**src/rtl/if_fetch_unit_if.sv**
```systemverilog
// Fetch-stage bus bundle: instruction-memory request/response, redirect input and the
// valid/ready output towards the IF/ID register.
interface if_fetch_unit_if;
  logic        imem_req;
  logic [31:0] imem_addr;
  logic        imem_ready;
  logic        imem_rvalid;
  logic [31:0] imem_rdata;
  logic        redirect_valid;
  logic [31:0] redirect_pc;
  logic        out_valid;
  logic        out_ready;
  logic [31:0] pc_plus4_out;
  logic [31:0] instruction_out;

  // Fetch unit side
  modport master (
    output imem_req, imem_addr, out_valid, pc_plus4_out, instruction_out,
    input  imem_ready, imem_rvalid, imem_rdata, redirect_valid, redirect_pc, out_ready
  );

  // Memory / pipeline side
  modport slave (
    input  imem_req, imem_addr, out_valid, pc_plus4_out, instruction_out,
    output imem_ready, imem_rvalid, imem_rdata, redirect_valid, redirect_pc, out_ready
  );
endinterface

```
**src/rtl/if_fetch_unit.sv**
```systemverilog
// Instruction-fetch stage: owns the PC, keeps at most one instruction-memory read in flight,
// holds one fetched instruction for IF/ID and squashes in-flight fetches on redirect.
// Optional performance counters are built when IF_FETCH_PERF_CNT_EN is defined.
module if_fetch_unit #(
  parameter logic [31:0] RESET_PC  = 32'h0000_0000,
  parameter logic [31:0] NOP_INSTR = 32'h0000_0000
) (
  input  logic            clk,
  input  logic            rst_n,
  if_fetch_unit_if.master bus
`ifdef IF_FETCH_PERF_CNT_EN
  ,
  output logic [31:0]     perf_fetched,
  output logic [31:0]     perf_killed
`endif
);

  typedef enum logic [1:0] {StIdle, StReq, StWait, StHold} state_e;

  state_e      state_q, state_d;
  logic [31:0] pc_q, pc_d;
  logic [31:0] fetch_pc_q, fetch_pc_d;
  logic [31:0] pc4_q, pc4_d;
  logic [31:0] instr_q, instr_d;
  logic        out_valid_q, out_valid_d;
  logic        kill_q, kill_d;

  logic        req;
  logic        accept;
  logic        xfer;
  logic        rvalid_wait;
  logic [31:0] redirect_tgt;

  assign redirect_tgt = bus.redirect_pc & ~32'd3;
  assign xfer         = out_valid_q & bus.out_ready;
  // A new fetch may only issue when the output slot is empty or draining this cycle.
  assign req          = (state_q == StReq) & (~out_valid_q | bus.out_ready);
  assign accept       = req & bus.imem_ready;
  assign rvalid_wait  = (state_q == StWait) & bus.imem_rvalid;

  assign bus.imem_req        = req;
  assign bus.imem_addr       = pc_q;
  assign bus.out_valid       = out_valid_q;
  assign bus.pc_plus4_out    = pc4_q;
  assign bus.instruction_out = instr_q;

  // Next-state logic: redirect overrides everything, otherwise the normal fetch sequence.
  always_comb begin
    state_d     = state_q;
    pc_d        = pc_q;
    fetch_pc_d  = fetch_pc_q;
    pc4_d       = pc4_q;
    instr_d     = instr_q;
    out_valid_d = out_valid_q;
    kill_d      = kill_q;

    if (xfer) begin
      out_valid_d = 1'b0;
      instr_d     = NOP_INSTR;
    end
    if (accept) begin
      fetch_pc_d = pc_q;
    end

    if (bus.redirect_valid) begin
      pc_d        = redirect_tgt;
      out_valid_d = 1'b0;
      instr_d     = NOP_INSTR;
      case (state_q)
        StIdle, StHold: state_d = StReq;
        StReq: begin
          // Request already accepted by memory: its response must be dropped.
          if (accept) begin
            state_d = StWait;
            kill_d  = 1'b1;
          end
        end
        StWait: begin
          if (bus.imem_rvalid) begin
            state_d = StReq;
            kill_d  = 1'b0;
          end else begin
            kill_d = 1'b1;
          end
        end
        default: state_d = StIdle;
      endcase
    end else begin
      case (state_q)
        StIdle: state_d = StReq;
        StReq: begin
          if (out_valid_q && !bus.out_ready) begin
            state_d = StHold;
          end else if (accept) begin
            state_d = StWait;
          end
        end
        StWait: begin
          if (bus.imem_rvalid) begin
            state_d = StReq;
            if (kill_q) begin
              kill_d = 1'b0;
            end else begin
              instr_d     = bus.imem_rdata;
              pc4_d       = fetch_pc_q + 32'd4;
              out_valid_d = 1'b1;
              pc_d        = fetch_pc_q + 32'd4;
            end
          end
        end
        StHold: begin
          if (bus.out_ready) begin
            state_d = StReq;
          end
        end
        default: state_d = StIdle;
      endcase
    end
  end

  // State registers with asynchronous active-low reset.
  always_ff @(posedge clk or negedge rst_n) begin
    if (!rst_n) begin
      state_q     <= StIdle;
      pc_q        <= RESET_PC;
      fetch_pc_q  <= RESET_PC;
      pc4_q       <= 32'h0;
      instr_q     <= NOP_INSTR;
      out_valid_q <= 1'b0;
      kill_q      <= 1'b0;
    end else begin
      state_q     <= state_d;
      pc_q        <= pc_d;
      fetch_pc_q  <= fetch_pc_d;
      pc4_q       <= pc4_d;
      instr_q     <= instr_d;
      out_valid_q <= out_valid_d;
      kill_q      <= kill_d;
    end
  end

`ifdef IF_FETCH_PERF_CNT_EN
  logic [31:0] perf_fetched_q, perf_fetched_d;
  logic [31:0] perf_killed_q, perf_killed_d;

  // Count delivered fetches and squashed work (dropped responses or a flushed output slot).
  always_comb begin
    perf_fetched_d = perf_fetched_q;
    perf_killed_d  = perf_killed_q;
    if (rvalid_wait && !kill_q && !bus.redirect_valid) begin
      perf_fetched_d = perf_fetched_q + 32'd1;
    end
    if ((rvalid_wait && (kill_q || bus.redirect_valid)) ||
        (bus.redirect_valid && out_valid_q)) begin
      perf_killed_d = perf_killed_q + 32'd1;
    end
  end

  // Counter registers.
  always_ff @(posedge clk or negedge rst_n) begin
    if (!rst_n) begin
      perf_fetched_q <= 32'h0;
      perf_killed_q  <= 32'h0;
    end else begin
      perf_fetched_q <= perf_fetched_d;
      perf_killed_q  <= perf_killed_d;
    end
  end

  assign perf_fetched = perf_fetched_q;
  assign perf_killed  = perf_killed_q;
`else
  logic unused_rvalid_wait;
  assign unused_rvalid_wait = rvalid_wait;
`endif

endmodule

```
**src/flat_wrapper.sv**
```systemverilog
// flat-port wrapper written by rule: the top's interface ports become plain ports
module if_fetch_unit_flat 
#(
  parameter logic [31:0] RESET_PC  = 32'h0000_0000,
  parameter logic [31:0] NOP_INSTR = 32'h0000_0000
)
  (clk, rst_n, bus_imem_req, bus_imem_addr, bus_out_valid, bus_pc_plus4_out, bus_instruction_out, bus_imem_ready, bus_imem_rvalid, bus_imem_rdata, bus_redirect_valid, bus_redirect_pc, bus_out_ready);
  if_fetch_unit_if bus_i ();
  input  logic clk;
  input  logic rst_n;
  output wire logic [$bits(bus_i.imem_req)-1:0] bus_imem_req;
  output wire logic [$bits(bus_i.imem_addr)-1:0] bus_imem_addr;
  output wire logic [$bits(bus_i.out_valid)-1:0] bus_out_valid;
  output wire logic [$bits(bus_i.pc_plus4_out)-1:0] bus_pc_plus4_out;
  output wire logic [$bits(bus_i.instruction_out)-1:0] bus_instruction_out;
  input wire logic [$bits(bus_i.imem_ready)-1:0] bus_imem_ready;
  input wire logic [$bits(bus_i.imem_rvalid)-1:0] bus_imem_rvalid;
  input wire logic [$bits(bus_i.imem_rdata)-1:0] bus_imem_rdata;
  input wire logic [$bits(bus_i.redirect_valid)-1:0] bus_redirect_valid;
  input wire logic [$bits(bus_i.redirect_pc)-1:0] bus_redirect_pc;
  input wire logic [$bits(bus_i.out_ready)-1:0] bus_out_ready;
  assign bus_imem_req = bus_i.imem_req;
  assign bus_imem_addr = bus_i.imem_addr;
  assign bus_out_valid = bus_i.out_valid;
  assign bus_pc_plus4_out = bus_i.pc_plus4_out;
  assign bus_instruction_out = bus_i.instruction_out;
  assign bus_i.imem_ready = bus_imem_ready;
  assign bus_i.imem_rvalid = bus_imem_rvalid;
  assign bus_i.imem_rdata = bus_imem_rdata;
  assign bus_i.redirect_valid = bus_redirect_valid;
  assign bus_i.redirect_pc = bus_redirect_pc;
  assign bus_i.out_ready = bus_out_ready;
  if_fetch_unit #(.RESET_PC(RESET_PC), .NOP_INSTR(NOP_INSTR)) u_core (.clk(clk), .rst_n(rst_n), .bus(bus_i));
endmodule
```
**config.mk**
```make
export PLATFORM = sky130hd
export DESIGN_NAME = if_fetch_unit_flat
export DESIGN_NICKNAME = d
export VERILOG_FILES = /design/src/rtl/if_fetch_unit_if.sv /design/src/rtl/if_fetch_unit.sv /design/src/flat_wrapper.sv
export SDC_FILE = /design/constraint.sdc
export NUM_CORES = 1
export LEC_CHECK = 0
export CAP_MARGIN = 10
export CELL_PAD_IN_SITES_DETAIL_PLACEMENT = 1
export CELL_PAD_IN_SITES_GLOBAL_PLACEMENT = 1
export CORE_UTILIZATION = 41
export CTS_BUF_LIST = sky130_fd_sc_hd__clkbuf_8
export DETAILED_ROUTE_END_ITERATION = 8
export GPL_ROUTABILITY_DRIVEN = 0
export PLACE_DENSITY = 0.89
export SYNTH_ARGS = -nofsm -noshare
export SYNTH_HDL_FRONTEND = slang
export SYNTH_SLANG_ARGS = --single-unit
```
**constraint.sdc**
```tcl
create_clock -name clk -period 2.9 [get_ports clk]
set_clock_uncertainty 0.05 [all_clocks]
set_input_delay 0.29 -clock clk [delete_from_list [all_inputs] [get_ports clk]]
set_output_delay 0.29 -clock clk [all_outputs]
set_load 0.1 [all_outputs]
```
==> results.yml <==
global_route:
  grt_max_degree: 71
  grt.overflow.total: 0
  met3_usage_pct: 5.19
  antenna_found_initial: 1
  grt_pass1_wl_um: 26500
  use_met1_pct: 29.8
  grt_usage_pct: 23.8
  busiest_layer: "met2"
  use_met2_pct: 40.3
  grt_pass1_vias: 4978
worst_setup_path:
  cpPeakStageDelay_ns: 0.49
  reg2reg_depth: 6
  cp_cell_sequence: "ha_1 -> nand3_1 -> nor4_4 -> nand3_1 -> xor2_1 -> o221ai_1"
  critPathSlowestCell: "nor4_4"
  rr_startpoint: "u_core.fetch_pc_q[2]$_DFFE_PN0P_"
  worstPathMaxFanout: 8
  r2r_setup_slack_ns: 0.64
  critical-path-top-delay-family: "simple AND/OR/NAND/NOR gates"
  endpoint_kind: "register"
  r2r-end: "u_core.bus.imem_addr[30]$_DFFE_PN0P_"
  critical_path_class: "register to register"
  cp_num_buf_inv: 0
  cp_data_arrival_time_ns: 2.50
  worst_path_most_repeated_cell: "nand3_1"
  cp.required_ns: 3.13
  worstSetupStartpointType: "register"
finish:
  fin_area_um2: 7690
  drive_gt1_share_pct: 26.1
  final_cell_mix: "132 x dfrtp_1, 103 x buf_4, 99 x nand2_1"
  syn_to_final_growth_pct: 34.1
  final_common_cell: "dfrtp_1"
  nets: 747
synthesis:
  async_flop_share_pct: 100
  yosysUniqueCellTypes: 44
  synth_fp_nets: 582
  postSynthAreaPerCell_um2: 11.3
  synth_compound_area_share_pct: 13.4
  synthMuxAreaShare_pct: 7.16
  yosysWarningCount: 0
  netlist_area_um2: 5740
  synth-xor-area-share_pct: 4.28
  synth_seq_cells: 132
  synth-adder-area-share_pct: 0.873
  yosysSeqAreaShare_pct: 57.6
  synth_top_family_by_area: "simple AND/OR/NAND/NOR gates"
  postSynthCellCount: 508
  synth-simple-area-share_pct: 13.5
  synth_edf_count: 0
  synthFlopType: "dfrtp_1"
detailed_routing:
  drt_pass1_iterations: 4
  antenna_left: 0
  wl_um: 16400
  drc: 0
  dr.first_iter.drc_count: 233
  via_per_inst: 5.32
  vias: 4572
  wl_per_cell_um: 19.1
clock_tree:
  h-tree-depth: 4
  cts_sinks: 132
  cts_setup_buffers: 0
  cts_buffer_depth: 2
  cts.clk_slew.worst_paths_ns: 0.07
  ctsResizeCount: 0
  cts_buffers: 17
  cts-root-buf: "clkbuf_8"
  clock_latency_ns: 0.45
  cts_tree: "done"
sta:
  worst_pin_slew_ns: 0.659
  drv_slew: 0
  max_freq_ghz: 0.442
  min_period_ns: 2.26
  setup_viol: 0
  hold_viol: 0
  maxSlewHeadroom_pct: 56.1
  period_share_pct: 78.0
  tns_ns: 0
  grt_setup_unrepaired: "false"
power_and_ir_drop:
  p_leak_nw: 3.70
  power_density_nw_per_um2: 722
  seqPwrFrac_pct: 44.4
  p_clk_share_pct: 24.5
  p_sw_mw: 2.11
  p_int_mw: 3.45
  switching_share_pct: 37.9
  power.share.combinational_pct: 31.1
  ir_drop_mv: 0.344
  totalPowerFinal_mw: 5.55
floorplanning:
  dieWidth_um: 120
  ios: 168
  die_area_um2: 14500
  core.rowCount: 42
  die_h_um: 120
  core_area_um2: 13500
  initial_core_util_pct: 42.6
place:
  hpwl_um: 11600
  postPlaceCellArea_um2: 7330
  io_buffers: 165
job:
  maxCapViolations: 0
status:
  status: "completed"
min_path:
  whs_endpoint: "u_core.bus.instruction_out[9]$_DFF_PN0_"
  min_path_cells: 3
  min_path_type: "input pin to register"
  hp-start: "bus_redirect_valid"
==> routing by layer <==
metal  part of all wire, %  vias to the layer above
met5                     0                        -
met4                   1.9                        0
met3                   5.1                       23
met2                    50                      130
met1                    43                     2303
li1                      -                     2116
==> power groups by stage <==
| stage | combinational, mW | sequential (mW) | clock [mW] |
|---|---|---|---|
| 3_3_place_gp | 1.66 | 2.46 | 0 |
| 6_report | 1.73 | 2.47 | 1.36 |
| 2_1_floorplan | 0.807 | 2.83 | 0 |
| 4_1_cts | 1.74 | 2.47 | 1.39 |
| 3_5_place_dp | 1.72 | 2.49 | 0 |
| 5_1_grt | 1.85 | 2.52 | 1.45 |
==> logic make-up after synthesis <==
logic type / Yosys count
mux: 37
xor+xnor: 28
flops: 132
compound gates: 111
fa+ha+maj: 4
simple gates: 159
buf+inv: 37
==> layout make-up <==
type | instances | area (um2)
fill | 1464 | 5760
sequential | 132 | 3300
multi-input combinational | 339 | 2280
timing repair buffer | 175 | 1530
clock buffer | 19 | 262
tap | 176 | 220
clock inverter | 9 | 70.1
inverter | 8 | 30.0
antenna | 1 | 2.50
==> how the worst max path moves through the flow <==
stage / startpoint / endpoint / cells after the start
floorplan: u_core.bus.out_valid$_DFF_PN0_ / u_core.fetch_pc_q[25]$_DFFE_PN0P_ / 4
global placement: bus_imem_rvalid / u_core.bus.instruction_out[17]$_DFF_PN0_ / 5
detailed placement: bus_imem_rvalid / u_core.bus.instruction_out[4]$_DFF_PN0_ / 5
CTS: u_core.state_q[0]$_DFFE_PN0P_ / u_core.bus.instruction_out[4]$_DFF_PN0_ / 6
global route: u_core.fetch_pc_q[2]$_DFFE_PN0P_ / u_core.bus.imem_addr[30]$_DFFE_PN0P_ / 6
finish: u_core.fetch_pc_q[2]$_DFFE_PN0P_ / u_core.bus.imem_addr[30]$_DFFE_PN0P_ / 6
==> sequential cells by signal, indices dropped and copies added, names as in the netlist <==
signal and count:
u_core.kill_q 1, u_core.bus.pc_plus4_out 32, u_core.bus.imem_addr 32, u_core.fetch_pc_q 32, u_core.state_q 2, u_core.bus.instruction_out 32
u_core.bus.out_valid 1
==> stage by stage <==
step                cells  setup WS (ns)  util, %  hold WS [ns]
finish                859          0.638     57.2         0.203
global route          859          0.430     57.2         0.207
CTS                   857          0.500     57.1         0.297
detailed placement    828          0.401     54.5         0.281
global placement      828          0.590     54.5         0.273
floorplan             508          0.570        -       -0.0556
==> cells in the mapped netlist, drive strengths merged (3+ instances only) <==
| library cell | instances | area [um2] |
|---|---|---|
| nor2 | 15 | 63.8 |
| buf | 5 | 32.5 |
| mux2 | 32 | 360 |
| a22o | 32 | 280 |
| xor2 | 21 | 184 |
| nand3 | 13 | 65.1 |
| clkbuf | 24 | 120 |
| dfrtp | 132 | 3300 |
| and4 | 3 | 28.8 |
| o21ai | 40 | 200 |
| ha | 4 | 50.1 |
| inv | 8 | 30.0 |
| a21oi | 14 | 70.1 |
| and3 | 15 | 93.8 |
| nand4 | 6 | 67.6 |
| a211oi | 3 | 22.5 |
| xnor2 | 7 | 61.3 |
| nand2 | 100 | 375 |
| o221ai | 13 | 120 |
| mux2i | 5 | 50.1 |
==> what timing repair did <==
item,4_1_cts,5_1_grt
setup endpoints to repair,0,0
hold buffers,1,0
endpoints found under the hold margin,66,0
==> tightest hold or removal path, delay by kind of cell <==
| kind | cells | cell delay (ns) |
|---|---|---|
| buf+inv | 1 | 0.12 |
| compound gates | 2 | 0.24 |
(Power assumes the default switching activity.)
